File: src/rtl/fp16_seq_if.sv
// Operation request and result bundle for the fp16 add/multiply sequencer.
// The master drives the request side; the slave returns result, status and flags.
interface fp16_seq_if;
  logic        start;
  logic        op;
  logic [15:0] a;
  logic [15:0] b;
  logic [15:0] result;
  logic        busy;
  logic        done;
  logic        ovf;
  logic        unf;

  modport master (
    output start, op, a, b,
    input  result, busy, done, ovf, unf
  );

  modport slave (
    input  start, op, a, b,
    output result, busy, done, ovf, unf
  );
endinterface

File: src/rtl/fp16_seq.sv
// Multicycle binary16 add/multiply: align, execute, one-bit-per-cycle normalise, pack.
// Latency 4+k cycles (2 on zero bypass); start is ignored while busy, nothing is queued.
module fp16_seq (
  input  logic         clk,
  input  logic         reset,
  fp16_seq_if.slave    bus
);

  typedef enum logic [2:0] {IDLE, ALIGN, EXEC, NORM, DONE} state_t;

  state_t             state_q, state_d;
  logic [15:0]        a_q, a_d;
  logic [15:0]        b_q, b_d;
  logic               op_q, op_d;
  logic               sign_q, sign_d;
  logic               sub_q, sub_d;
  logic signed [6:0]  e_q, e_d;
  logic [10:0]        ml_q, ml_d;
  logic [10:0]        ms_q, ms_d;
  logic [11:0]        m_q, m_d;
  logic [15:0]        result_q, result_d;
  logic               ovf_q, ovf_d;
  logic               unf_q, unf_d;

  logic        sa, sb;
  logic [4:0]  ea, eb;
  logic [10:0] ma, mb;
  logic        a_zero, b_zero, any_zero;
  logic        a_is_l;
  logic        sl;
  logic [4:0]  el, es, sh;
  logic [10:0] mlw, msw, ms_sh;
  logic [11:0] m_sum, m_dif, prod_hi;
  logic        norm_done;

  // Unpack and order operands from the captured registers.
  assign sa       = a_q[15];
  assign sb       = b_q[15];
  assign ea       = a_q[14:10];
  assign eb       = b_q[14:10];
  assign ma       = {1'b1, a_q[9:0]};
  assign mb       = {1'b1, b_q[9:0]};
  assign a_zero   = (ea == 5'd0);
  assign b_zero   = (eb == 5'd0);
  assign any_zero = a_zero | b_zero;
  assign a_is_l   = (a_q[14:0] >= b_q[14:0]);
  assign sl       = a_is_l ? sa : sb;
  assign el       = a_is_l ? ea : eb;
  assign es       = a_is_l ? eb : ea;
  assign mlw      = a_is_l ? ma : mb;
  assign msw      = a_is_l ? mb : ma;
  assign sh       = el - es;
  assign ms_sh    = (sh >= 5'd11) ? 11'd0 : (msw >> sh);

  // For multiply, ml_q/ms_q hold ma/mb; the product keeps bits [21:10].
  assign m_sum    = {1'b0, ml_q} + {1'b0, ms_q};
  assign m_dif    = {1'b0, ml_q} - {1'b0, ms_q};
  assign prod_hi  = 12'((22'(ml_q) * 22'(ms_q)) >> 10);

  assign norm_done = (m_q == 12'd0) || (!m_q[11] && m_q[10]);

  always_ff @(posedge clk or posedge reset) begin
    if (reset) state_q <= IDLE;
    else       state_q <= state_d;
  end

  always_comb begin
    state_d = state_q;
    case (state_q)
      IDLE:    if (bus.start) state_d = ALIGN;
      ALIGN:   state_d = any_zero ? DONE : EXEC;
      EXEC:    state_d = NORM;
      NORM:    if (norm_done) state_d = DONE;
      DONE:    state_d = IDLE;
      default: state_d = IDLE;
    endcase
  end

  always_comb begin
    bus.busy = (state_q != IDLE);
    bus.done = (state_q == DONE);
  end

  assign bus.result = result_q;
  assign bus.ovf    = ovf_q;
  assign bus.unf    = unf_q;

  always_comb begin
    a_d      = a_q;
    b_d      = b_q;
    op_d     = op_q;
    sign_d   = sign_q;
    sub_d    = sub_q;
    e_d      = e_q;
    ml_d     = ml_q;
    ms_d     = ms_q;
    m_d      = m_q;
    result_d = result_q;
    ovf_d    = ovf_q;
    unf_d    = unf_q;
    case (state_q)
      IDLE: begin
        if (bus.start) begin
          a_d   = bus.a;
          b_d   = bus.b;
          op_d  = bus.op;
          ovf_d = 1'b0;
          unf_d = 1'b0;
        end
      end
      ALIGN: begin
        if (any_zero) begin
          if (op_q)        result_d = {sa ^ sb, 15'b0};
          else if (a_zero) result_d = b_q;
          else             result_d = a_q;
        end else if (op_q) begin
          e_d    = $signed({2'b00, ea}) + $signed({2'b00, eb}) - 7'sd15;
          sign_d = sa ^ sb;
          ml_d   = ma;
          ms_d   = mb;
        end else begin
          e_d    = $signed({2'b00, el});
          sign_d = sl;
          sub_d  = sa ^ sb;
          ml_d   = mlw;
          ms_d   = ms_sh;
        end
      end
      EXEC: begin
        if (op_q)       m_d = prod_hi;
        else if (sub_q) m_d = m_dif;
        else            m_d = m_sum;
      end
      NORM: begin
        if (m_q == 12'd0) begin
          result_d = 16'h0000;
        end else if (m_q[11]) begin
          m_d = m_q >> 1;
          e_d = e_q + 7'sd1;
        end else if (!m_q[10]) begin
          m_d = m_q << 1;
          e_d = e_q - 7'sd1;
        end else if (e_q >= 7'sd31) begin
          result_d = {sign_q, 5'h1F, 10'h000};
          ovf_d    = 1'b1;
        end else if (e_q <= 7'sd0) begin
          result_d = {sign_q, 15'b0};
          unf_d    = 1'b1;
        end else begin
          result_d = {sign_q, e_q[4:0], m_q[9:0]};
        end
      end
      default: ;
    endcase
  end

  always_ff @(posedge clk or posedge reset) begin
    if (reset) begin
      a_q      <= 16'h0000;
      b_q      <= 16'h0000;
      op_q     <= 1'b0;
      sign_q   <= 1'b0;
      sub_q    <= 1'b0;
      e_q      <= 7'sd0;
      ml_q     <= 11'd0;
      ms_q     <= 11'd0;
      m_q      <= 12'd0;
      result_q <= 16'h0000;
      ovf_q    <= 1'b0;
      unf_q    <= 1'b0;
    end else begin
      a_q      <= a_d;
      b_q      <= b_d;
      op_q     <= op_d;
      sign_q   <= sign_d;
      sub_q    <= sub_d;
      e_q      <= e_d;
      ml_q     <= ml_d;
      ms_q     <= ms_d;
      m_q      <= m_d;
      result_q <= result_d;
      ovf_q    <= ovf_d;
      unf_q    <= unf_d;
    end
  end

endmodule
File: src/flat_wrapper.sv
// flat-port wrapper written by rule: the top's interface ports become plain ports
module fp16_seq_flat 
  (clk, reset, bus_start, bus_op, bus_a, bus_b, bus_result, bus_busy, bus_done, bus_ovf, bus_unf);
  fp16_seq_if bus_i ();
  input  logic clk;
  input  logic reset;
  input wire logic [$bits(bus_i.start)-1:0] bus_start;
  input wire logic [$bits(bus_i.op)-1:0] bus_op;
  input wire logic [$bits(bus_i.a)-1:0] bus_a;
  input wire logic [$bits(bus_i.b)-1:0] bus_b;
  output wire logic [$bits(bus_i.result)-1:0] bus_result;
  output wire logic [$bits(bus_i.busy)-1:0] bus_busy;
  output wire logic [$bits(bus_i.done)-1:0] bus_done;
  output wire logic [$bits(bus_i.ovf)-1:0] bus_ovf;
  output wire logic [$bits(bus_i.unf)-1:0] bus_unf;
  assign bus_i.start = bus_start;
  assign bus_i.op = bus_op;
  assign bus_i.a = bus_a;
  assign bus_i.b = bus_b;
  assign bus_result = bus_i.result;
  assign bus_busy = bus_i.busy;
  assign bus_done = bus_i.done;
  assign bus_ovf = bus_i.ovf;
  assign bus_unf = bus_i.unf;
  fp16_seq u_core (.clk(clk), .reset(reset), .bus(bus_i));
endmodule
File: config.mk
export PLATFORM = sky130hd
export DESIGN_NAME = fp16_seq_flat
export DESIGN_NICKNAME = d
export VERILOG_FILES = /design/src/rtl/fp16_seq_if.sv /design/src/rtl/fp16_seq.sv /design/src/flat_wrapper.sv
export SDC_FILE = /design/constraint.sdc
export NUM_CORES = 1
export LEC_CHECK = 0
export ABC_AREA = 1
export BUFFER_PORTS_ARGS = -buffer_cell sky130_fd_sc_hd__buf_2
export CAP_MARGIN = 25
export CORE_MARGIN = 8
export CORE_UTILIZATION = 25
export DETAILED_ROUTE_END_ITERATION = 6
export GPL_TIMING_DRIVEN = 0
export PLACE_DENSITY_LB_ADDON = 0.2
export SYNTH_ARGS = -nofsm -noshare
export SYNTH_HDL_FRONTEND = slang
export SYNTH_SLANG_ARGS = --single-unit
File: constraint.sdc
create_clock -name clk -period 14.6 [get_ports clk]
set_input_delay 1.46 -clock clk [delete_from_list [all_inputs] [get_ports clk]]
set_output_delay 1.46 -clock clk [all_outputs]
set_load 0.02 [all_outputs]
Word level (Yosys, flattened, before mapping)

Index checks and enable logic that the tools add are counted.

Word-level logic and storage cells: 115
Bits of input ports: 36
Register bits: 97
Output and inout port bits: 20

Shift operators: 1
Eq/ne operators: 17
Multiply operators: 1
Multiplexer cells: 46
Order comparisons: 4
Add/subtract/negate cells: 7
Reductions and logical operators: 21
Bitwise gates (word level): 4

Operators with widths:

| kind               | number |
|---|---|
| $mux 16            | 6 |
| $mux 12            | 4 |
| $mux 11            | 4 |
| $mux 7             | 5 |
| $pmux 16 s2        | 1 |
| $mux 15            | 2 |
| $pmux 12 s2        | 1 |
| $mul 11x11->22     | 1 |
| $mux 10            | 2 |
| $ge 15x15->1       | 1 |
| $pmux 7 s2         | 1 |
| $add 11x11->12     | 1 |
| $logic_not 12->1   | 1 |
| $mux 1             | 12 |
| $pmux 3 s4         | 1 |
| $sub 11x11->12     | 1 |
| $shr 11x5->11      | 1 |
| $logic_not 5->1    | 2 |
| $mux 5             | 2 |
| $ne 2x1->1 const B | 5 |
| $ne 2x2->1 const B | 5 |
| $mux 3             | 3 |
| $reduce_and 2->1   | 4 |
| $reduce_and 4->1   | 2 |
| 27 further kinds   | 33 |

Depth between registers and ports, before layout

Word-level depth: 7
Mapped depth: 25
Gate-level depth less buffers: 24

Worst setup path after synthesis

Ideal clock, no wire load.

Path kind: register to register
Start point: register u_core.ms_q[10]
End point: register u_core.m_q[11]
Data required time: 14.466 ns
Path buffers: 1
Cell stages (with the launch flop): 21
Setup slack: 9.672 ns
Arrival: 4.794 ns
Period minus slack after synthesis: 4.928 ns
Library setup time: 0.134 ns
Path through: dfrtp_1 > clkbuf_1 > nand2_1 > fa_1 > fa_1 > inv_1 > fa_1 > fa_1 > inv_1 > fa_1 > inv_1 > ha_1 > a21oi_1 > o21ai_0 > a21o_1 > nand2_1 > nand3_1 > a21oi_1 > o21ai_0 > nand4_1 > o21ai_0

Longest elaborated chain between the ends: 4
Elaborated cells between the ends (all ways): 6
Those cells by class: add/sub: 2; mul: 1; mux: 3

Ends and longest elaborated chain:

| item                                                   | RTL line        | source |
|---|---|---|
| start, declared                                        | fp16_seq.sv:19  | `logic [10:0] ms_q, ms_d;` |
| start signal, assigned                                 | fp16_seq.sv:179 | `ms_q <= ms_d;` |
| branches (longest 2 deep; another with $mul 11x11->22) | n/a             |  |
| $mux 12 *                                              | fp16_seq.sv:130 | `if (op_q) m_d = prod_hi;` |
| $pmux 12 s2 *                                          | fp16_seq.sv:101 | `case (state_q)` |
| end signal, assigned                                   | fp16_seq.sv:180 | `m_q <= m_d;` |
| end, declared                                          | fp16_seq.sv:20  | `logic [11:0] m_q, m_d;` |

Mark *: on every way between the ends.
A chain may end at the register's enable or synchronous reset.

Final worst setup path

Same ends and word-level chain as after synthesis.

==> results.sh <==
export IMPL_outcome="completed"
export IMPL_critPathKind="reg -> reg"
export IMPL_cp_start_kind="flop"
export IMPL_finClkSkew_ps=10.91
export IMPL_fmaxAchievable_mhz=168.5
export IMPL_grt_pass1_wl_mm=60.94
export IMPL_gp_congestion=0.8750
export IMPL_dr_max_layer_used="met4"
export IMPL_crit_path_max_fanout=10
export IMPL_vias_per_cell=4.622
export IMPL_ff_latch_area_um2=2427
export IMPL_required_ps=14900
export IMPL_synth_area_per_cell_um2=7.042
export IMPL_wl_met2_mm=18.26
export IMPL_wl_met3_mm=1.272
export IMPL_cap_violations=0
export IMPL_critPathMostFrequentCell="fa_1"
export IMPL_yosysWarnings=0
export IMPL_clockRootBuffer="clkbuf_16"
export IMPL_synthesis_nets=1798
export IMPL_cts_tree="done"
export IMPL_vias=10390
export IMPL_drt_pass1_iter_count=5
export IMPL_drt_met1_wl_mm=17.43
export IMPL_core_um2=44120
export IMPL_clock_sinks=97
export IMPL_cts_resized=0
export IMPL_wire_per_inst_um=16.78
export IMPL_drive_gt1_share_pct=7.126
export IMPL_tns_ps=0
export IMPL_clk_latency_ps=370
export IMPL_hold_path_class="reg -> reg"
export IMPL_ys_seq_elements=97
export IMPL_setup_viol=0
export IMPL_crit_buf_inv=4
export IMPL_final_common_cell="nand2_1"
export IMPL_synthDistinctLibCells=48
export IMPL_critical_path_max_stage_delay_ps=560
export IMPL_dieArea_um2=51630
export IMPL_most_common_layout_cells="nand2_1 (394), inv_1 (291), o21ai_0 (120), a21oi_1 (103), nand3_1 (101)"
export IMPL_drc_errors=0
export IMPL_grt_max_degree=66
export IMPL_synthCells=1584
export IMPL_track_usage_pct=15.13
export IMPL_hold_violations=0
export IMPL_htreeDepth=3
export IMPL_grt_pass1_vias=10820
export IMPL_die_y_um=227.2
export IMPL_crit_arrival_ps=6230
export IMPL_ctsHoldBuffers=0
export IMPL_async_reset_ff_share_pct=100.0
export IMPL_drv_slew=0
export IMPL_fillers=5029
export IMPL_antenna_found_initial=0
export IMPL_grt_overflow_total=0
export IMPL_crit_slowest_cell="fa_1"
export IMPL_antenna_left=0
export IMPL_fin_nets=1865
export IMPL_num_io_pins=56
export IMPL_slew_headroom_pct=46.48
export IMPL_critPathTopFamily="adder cells"
export IMPL_post_cts_buffers=0
export IMPL_cts_max_path_buffers=2
export IMPL_diodes=0
export IMPL_drt_iter0_markers=635
export IMPL_post_dp_hpwl_mm=30.89
export IMPL_multiInputGateArea_um2=7342
export IMPL_finalCriticalPeriod_ps=5935
export IMPL_synthFlopType="dfrtp_1"
export IMPL_syn_area_um2=11150
export IMPL_synth_edff_count=0
export IMPL_end_kind="flop"
export IMPL_path_clk_slew_ps=80
export IMPL_cts_buffers=9
export IMPL_finalCritPeriodShare_pct=40.65
export IMPL_yosysSeqAreaShare_pct=21.76
export IMPL_routed_wirelength_mm=37.73
export IMPL_rows=77
export IMPL_grt_setup_unrepaired="no"
export IMPL_crit_path_cell_trace="clkbuf_1, nand2_1, fa_1, fa_1, inv_1, fa_1, fa_1, inv_1, fa_1, inv_1, ha_1, a21oi_1, o21ai_0, a21o_1, nand2_1, nand3_1, o21ai_0, nand4_1, o21ai_0"
export IMPL_floorplan_initialDensity_pct=25.28
export IMPL_die_x_um=227.2
export IMPL_syn2layout_area_growth_pct=12.29
export IMPL_tightest_slew_ps=802.8
export IMPL_port_buffers=55
==> cell type report <==
cell class	instances	share of cell area [%]
well taps	592	5.913
repair buffers	56	2.417
multi-input cells	1128	58.62
flip-flops and latches	97	19.38
clock buffers	9	1.798
inverters	298	8.950
clock inverters	7	0.7991
plain buffers	61	2.128
==> per-stage QoR <==
stage | utilization [%] | instances | cell area (um2) | worst slack, ps | hold WS (ps)
2_1_floorplan | - | 1584 | 11150 | 9672 | 464.4
3_3_place_gp | 27.58 | 2231 | 12170 | 8656 | 465.3
3_5_place_dp | 27.65 | 2232 | 12200 | 8645 | 469.2
4_1_cts | 28.39 | 2248 | 12530 | 8633 | 491.3
5_1_grt | 28.39 | 2248 | 12530 | 8299 | 505.4
6_report | 28.39 | 2248 | 12530 | 8665 | 481.3
==> cells in the mapped netlist, drive strengths merged (19+ instances only) <==
library cell / instances / area [um2]
nand2: 407 / 1565
a21oi: 105 / 540.5
ha: 96 / 1201
xor2: 21 / 183.9
inv: 297 / 1115
dfrtp: 97 / 2427
o21ai: 122 / 610.6
buf: 19 / 108.9
clkbuf: 42 / 157.7
fa: 82 / 1642
nand3: 107 / 565.5
nor2: 87 / 331.6
==> registers in the layout, indices dropped and copies added (netlist names) <==
signal / count
u_core.bus.unf: 1
u_core.a_q: 16
u_core.sub_q: 1
u_core.op_q: 1
u_core.sign_q: 1
u_core.b_q: 16
u_core.ml_q: 11
u_core.ms_q: 11
u_core.state_q: 3
u_core.e_q: 7
u_core.bus.ovf: 1
u_core.bus.result: 16
u_core.m_q: 12
==> logic make-up after synthesis <==
logic type	share of synthesized area, %
compound gates	13.98
xor+xnor	2.042
fa+ha+maj	25.49
buf+inv	12.42
flops	21.76
simple gates	24.32
==> per-layer routing <==
metal / vias to the layer above / global-route usage, %
li1: 5161 / -
met1: 5005 / 20.00
met2: 192 / 26.28
met3: 32 / 1.108
met4: 0 / 4.284
met5: - / 0
==> tightest hold or removal path, cell delays in order, from the launching register on <==
cell     delay (ps)
dfrtp_1         350
nand2_1          50
nand2_1          50
==> worst paths after layout <==
kind                                                   from                               end  slack (ps)  cells after the start
hold / removal             u_core.bus.result[9]$_DFFE_PP0P_  u_core.bus.result[9]$_DFFE_PP0P_         480                      2
setup / recovery                u_core.ms_q[10]$_DFFE_PP0P_        u_core.m_q[11]$_DFFE_PP0P_        8670                     19
hold reg to reg            u_core.bus.result[9]$_DFFE_PP0P_  u_core.bus.result[9]$_DFFE_PP0P_         480                      2
min in group asynchronous                             reset        u_core.bus.unf$_DFFE_PP0P_        1100                      2
setup reg to reg                u_core.ms_q[10]$_DFFE_PP0P_        u_core.m_q[11]$_DFFE_PP0P_        8670                     19
max in group asynchronous                             reset        u_core.ms_q[8]$_DFFE_PP0P_       12800                      3
Power is left out: the tool's default activity adds up to more than one toggle a clock period on the data nets, which glitch-free logic cannot reach.
